[config.mk]
export PLATFORM = sky130hd
export DESIGN_NAME = serial_adder_n
export DESIGN_NICKNAME = d
export VERILOG_FILES = /design/src/rtl/serial_adder_n_pkg.sv /design/src/rtl/serial_adder_n_full_adder_1bit.sv /design/src/rtl/serial_adder_n.sv
export SDC_FILE = /design/constraint.sdc
export NUM_CORES = 1
export LEC_CHECK = 0
export BUFFER_PORTS_ARGS = -buffer_cell sky130_fd_sc_hd__buf_2
export CAP_MARGIN = 15
export CORE_MARGIN = 3
export CORE_UTILIZATION = 50
export DETAILED_ROUTE_END_ITERATION = 16
export PLACE_DENSITY_LB_ADDON = 0.12
export SLEW_MARGIN = 5
export SYNTH_ARGS = -nofsm -noshare
export SYNTH_HDL_FRONTEND = slang
export SYNTH_SLANG_ARGS = --single-unit
[constraint.sdc]
create_clock -name clk -period 3.8 [get_ports clk]
set_input_delay 0.19 -clock clk [delete_from_list [all_inputs] [get_ports clk]]
set_output_delay 0.19 -clock clk [all_outputs]
set_load 0.02 [all_outputs]
[src/rtl/serial_adder_n_pkg.sv]
// Shared definitions for the chunked serial add/subtract unit:
// FSM state encodings and a width helper for the chunk counter.
package serial_adder_n_pkg;

  typedef enum logic [1:0] {
    ST_IDLE = 2'd0,
    ST_RUN  = 2'd1,
    ST_DONE = 2'd2
  } state_t;

  // Bits needed to count 0..value-1, never less than one.
  function automatic int clog2_min1(input int value);
    int r;
    r = 0;
    for (int i = 0; i < 31; i++) begin
      if ((1 << i) < value) r = i + 1;
    end
    return (r < 1) ? 1 : r;
  endfunction

endpackage

[src/rtl/serial_adder_n_full_adder_1bit.sv]
// One-bit full adder cell; the top chains several of these into a ripple slice.
module full_adder_1bit (
  input  logic a,
  input  logic b,
  input  logic cin,
  output logic s,
  output logic cout
);

  assign s    = a ^ b ^ cin;
  assign cout = (a & b) | (cin & (a ^ b));

endmodule

[src/rtl/serial_adder_n.sv]
// Multi-cycle add/subtract: a BITS_PER_CYCLE-wide ripple slice walks the operands
// LSB chunk first, carrying between chunks through a register.
//
// Handshake: ready=1 means a start seen at the next rising edge is accepted and
// a, b, sub are captured on that edge; start while busy is dropped. done is a
// one-cycle pulse marking the cycle in which sum/cout/ovf first hold the new result.
module serial_adder_n
  import serial_adder_n_pkg::*;
#(
  parameter int WIDTH          = 8,
  parameter int BITS_PER_CYCLE = 1
) (
  input  logic             clk,
  input  logic             rst,
  input  logic             start,
  input  logic [WIDTH-1:0] a,
  input  logic [WIDTH-1:0] b,
  input  logic             sub,
  output logic             ready,
  output logic             busy,
  output logic             done,
  output logic [WIDTH-1:0] sum,
  output logic             cout,
  output logic             ovf,
  output state_t           state
);

  localparam int N  = WIDTH / BITS_PER_CYCLE;
  localparam int CW = clog2_min1(N);
  localparam logic [CW-1:0] LAST = CW'(N - 1);

  logic [WIDTH-1:0]          a_sh;
  logic [WIDTH-1:0]          b_sh;
  logic [WIDTH-1:0]          sum_sh;
  logic                      carry;
  logic [CW-1:0]             cnt;
  logic [BITS_PER_CYCLE:0]   c;
  logic [BITS_PER_CYCLE-1:0] chunk;
  logic [WIDTH-1:0]          sum_next;

  assign c[0] = carry;

  for (genvar i = 0; i < BITS_PER_CYCLE; i++) begin : g_chain
    full_adder_1bit u_fa (
      .a    (a_sh[i]),
      .b    (b_sh[i]),
      .cin  (c[i]),
      .s    (chunk[i]),
      .cout (c[i+1])
    );
  end

  // New chunk enters at the top; after N chunks the LSB chunk has reached bit 0.
  assign sum_next = WIDTH'({chunk, sum_sh} >> BITS_PER_CYCLE);

  always_ff @(posedge clk) begin
    if (rst) begin
      state  <= ST_IDLE;
      a_sh   <= '0;
      b_sh   <= '0;
      sum_sh <= '0;
      carry  <= 1'b0;
      cnt    <= '0;
      sum    <= '0;
      cout   <= 1'b0;
      ovf    <= 1'b0;
      done   <= 1'b0;
      busy   <= 1'b0;
      ready  <= 1'b1;
    end else begin
      done <= 1'b0;
      case (state)
        ST_IDLE, ST_DONE: begin
          if (start) begin
            a_sh   <= a;
            b_sh   <= sub ? ~b : b;
            carry  <= sub;
            cnt    <= '0;
            sum_sh <= '0;
            state  <= ST_RUN;
            busy   <= 1'b1;
            ready  <= 1'b0;
          end else begin
            state <= ST_IDLE;
          end
        end
        ST_RUN: begin
          a_sh   <= a_sh >> BITS_PER_CYCLE;
          b_sh   <= b_sh >> BITS_PER_CYCLE;
          sum_sh <= sum_next;
          carry  <= c[BITS_PER_CYCLE];
          if (cnt == LAST) begin
            // The top cell of the last chunk is bit WIDTH-1, so its carry-in feeds ovf.
            sum   <= sum_next;
            cout  <= c[BITS_PER_CYCLE];
            ovf   <= c[BITS_PER_CYCLE] ^ c[BITS_PER_CYCLE-1];
            done  <= 1'b1;
            busy  <= 1'b0;
            ready <= 1'b1;
            state <= ST_DONE;
          end else begin
            cnt <= cnt + 1'b1;
          end
        end
        default: begin
          state <= ST_IDLE;
          busy  <= 1'b0;
          ready <= 1'b1;
        end
      endcase
    end
  end

endmodule

==> flow_summary_export.csv <==
group,metric,value,unit
finish,area_delta_synth_final,11.5,%
synth,synth-simple-area-share,19.2,%
timing,finalHoldViolCount,0,
outcome,outcome,"finished, final reports clean",
timing,final_period_minus_worst_setup_slack,1.84,ns
clock_tree,clock_latency_of_the_later_clocked_register_in_the_worst_skew_pair,0.35,ns
finish,final_common_cell,"dfxtp_1",
synth,synth-async-reset-ratio,0,%
clock_tree,number_of_clock_sinks,42,
route,route.vias.total,1459,
power_and_ir_drop,ir_drop,0.000287,V
finish,finalNetCount,247,
global_route,grt_first_pass_wirelength,6020,um
critical_path,critical_path.startpoint_type,"flip-flop",
synth,synth_top_flop_cell,"dfxtp_1",
synth,yosys.area_share.adder,2.60,%
timing,min_period_over_period,48.3,%
timing,rsz0062_at_grt,"no",
timing,final.setup_skew,0.00975,ns
clock_tree,clk_root_buffer_cell,"clkbuf_4",
global_route,number_of_antenna_violations_at_the_first_check_in_global_routing,0,
floorplanning,area_of_the_die,4210,um^2
synth,postSynthNetCount,224,
clock_tree,hold_buffers,0,
synth,synthDominantAreaCellType,"dfxtp_1",
floorplanning,num_io_pins,35,
floorplanning,die_x,64.9,um
synth,yosysTopAreaCellShare,48.4,%
floorplanning,core-area,3180,um^2
route,drt_first_pass_iters,4,
clock_tree,post-cts-setup-buffer-count,0,
route,drc_errors,0,
synth,synth-edff-count,0,
clock_tree,htree_levels,2,
clock_tree,tritoncts_buffers,5,
synth,synth.area.top_cells,"dfxtp_1, a21oi_1, nand3_1",
timing,max-slew-margin-rel,22.8,%
route,ant_nets,0,
critical_path,worst-endpoint-arrival,2.12,ns
finish,antenna_cells_inserted,0,
synth,netlist_instances,201,
floorplanning,die_height,64.9,um
global_route,number_of_global_route_vias_before_repair,1414,
clock_tree,post_cts_resize_count,0,
clock_tree,tritoncts,"done",
synth,synth_mux_area_share,0,%
synth,post_synth_xor_area_fraction,4.54,%
finish,layout_common_cells,"dfxtp_1, a21oi_1, buf_2, nand2_1, nand3_1",
synth,mappedNetlistArea,1740,um^2
critical_path,crit_path_end_kind,"flip-flop",
timing,worstMarginPinSlew,1.16,ns
synth,yosysWarnings,0,
finish,seqCellArea,841,um^2
critical_path,worstPathRequired,4.08,ns
floorplanning,placement_row_count,20,
finish,final_layout_size_suffix_gt1_share,18.7,%
power_and_ir_drop,power_leakage,0.000764,uW
route,detail_route.vias_per_cell,5.42,
timing,finalSetupTns,0,ns
timing,fmax,545,MHz
route,first_iter_violations,89,
synth,post_synthesis_sequential_element_count,42,
power_and_ir_drop,pwr_density_cell,435,nW/um^2
synth,compound_gate_fraction_of_synth_area,19.0,%
global_route,grt_use_total,18.0,%
clock_tree,path_clk_slew,0.12,ns
synth,synth.avg_cell_area,8.63,um^2
timing,final_max_slew_viol_count,0,
finish,fillers,305,
finish,multiInputGateArea,787,um^2
place,gp_congestion,0.714,
route,finalWirelength,3510,um
timing,final-setup-viol-count,0,
min_path,holdCritPathClass,"in -> reg",
synth,synth_seq_area_share,48.4,%
critical_path,timing_worst_setup_path_type,"reg -> reg",
synth,post_synth_num_cell_types,25,
floorplanning,initial_core_util,54.6,%
timing,final.hold.worst_slack,0.0714,ns
place,detailedPlacementHpwl,2280,um
global_route,grt_max_degree,43,
run,drv_cap,0,
place,io_buf_count,34,
critical_path,timing.critical_path.fanout_max,28,
route,drt-wirelength-per-cell,13.0,um
synth,synth_top_family_by_area,"simple AND/OR/NAND/NOR gates",
global_route,globalRoute.totalOverflow,0,
clock_tree,clock_path_buffers,2,
-- cells in the mapped netlist, types with 2 or more instances --
cell / instances
a21oi_1: 39
clkbuf_1: 5
nand3_1: 27
ha_1: 2
dfxtp_1: 42
a22oi_1: 15
nor2_1: 4
nand2b_1: 3
buf_6: 2
buf_4: 3
nand2_1: 30
buf_2: 8
o21bai_1: 2
xor2_1: 8
-- worst max-delay path, stage by stage (launching register included) --
cell and delay, ns:
dfxtp_1 0.49, nand2b_1 0.86, nand3_1 0.19, a21oi_1 0.22
-- layout make-up --
cell class	instances	area share, %
repair buffers	34	8.80
well taps	44	2.85
clock inverters	3	2.07
clock buffers	5	1.94
flip-flops and latches	42	43.5
inverters	1	0.194
multi-input cells	140	40.7
-- metal layers --
layer	vias up	part of all wire, %	global-route usage, %
met5	-	0	0
met4	0	1.5	7.12
met3	6	6.0	5.55
met2	41	47	30.9
met1	672	45	20.7
li1	740	-	-
-- worst paths after layout --
kind / slack (ns) / cells after the start / end / start
hold reg to reg: 0.46 / 2 / sum[5]$_SDFFE_PP0P_ / sum[5]$_SDFFE_PP0P_
hold / removal: 0.07 / 3 / a_sh[7]$_SDFFE_PP0P_ / a[7]
setup reg to reg: 1.96 / 3 / sum_sh[2]$_SDFFE_PP0P_ / state[0]$_SDFFE_PP0P_
setup / recovery: 1.96 / 3 / sum_sh[2]$_SDFFE_PP0P_ / state[0]$_SDFFE_PP0P_
-- metrics by stage --
step | utilization, % | std cells | instance area (um^2) | setup slack [ns] | total power (uW)
2_1_floorplan | - | 201 | 1740 | 2.41 | 554
3_3_place_gp | 58.4 | 261 | 1860 | 2.14 | 569
3_5_place_dp | 58.4 | 261 | 1860 | 2.06 | 574
4_1_cts | 60.9 | 269 | 1930 | 1.99 | 850
5_1_grt | 60.9 | 269 | 1930 | 1.80 | 883
6_report | 60.9 | 269 | 1930 | 1.96 | 842
-- where the power goes --
| group | internal [uW] | total [uW] | leakage (uW) | switching [uW] |
|---|---|---|---|---|
| Clock | 136 | 279 | 0.0000450 | 142 |
| Combinational | 34.3 | 92.2 | 0.000377 | 57.9 |
| Sequential | 459 | 471 | 0.000342 | 12.5 |
| Total | 629 | 842 | 0.000764 | 213 |
-- cells by family after synthesis --
logic type | count (synthesis)
AO/OA/AOI/OAI | 57
XOR/XNOR | 9
adder cells (fa/ha/maj) | 3
buffers and inverters | 19
flip-flops | 42
AND/OR/NAND/NOR | 71
-- flip-flops by register name, indices dropped and copies added (netlist names) --
| name | count |
|---|---|
| b_sh | 8 |
| a_sh | 8 |
| cnt | 3 |
| ready | 1 |
| sum_sh | 7 |
| carry | 1 |
| cout | 1 |
| sum | 8 |
| done | 1 |
| busy | 1 |
| ovf | 1 |
| state | 2 |
Note: power is estimated with default switching activity, not from simulation.
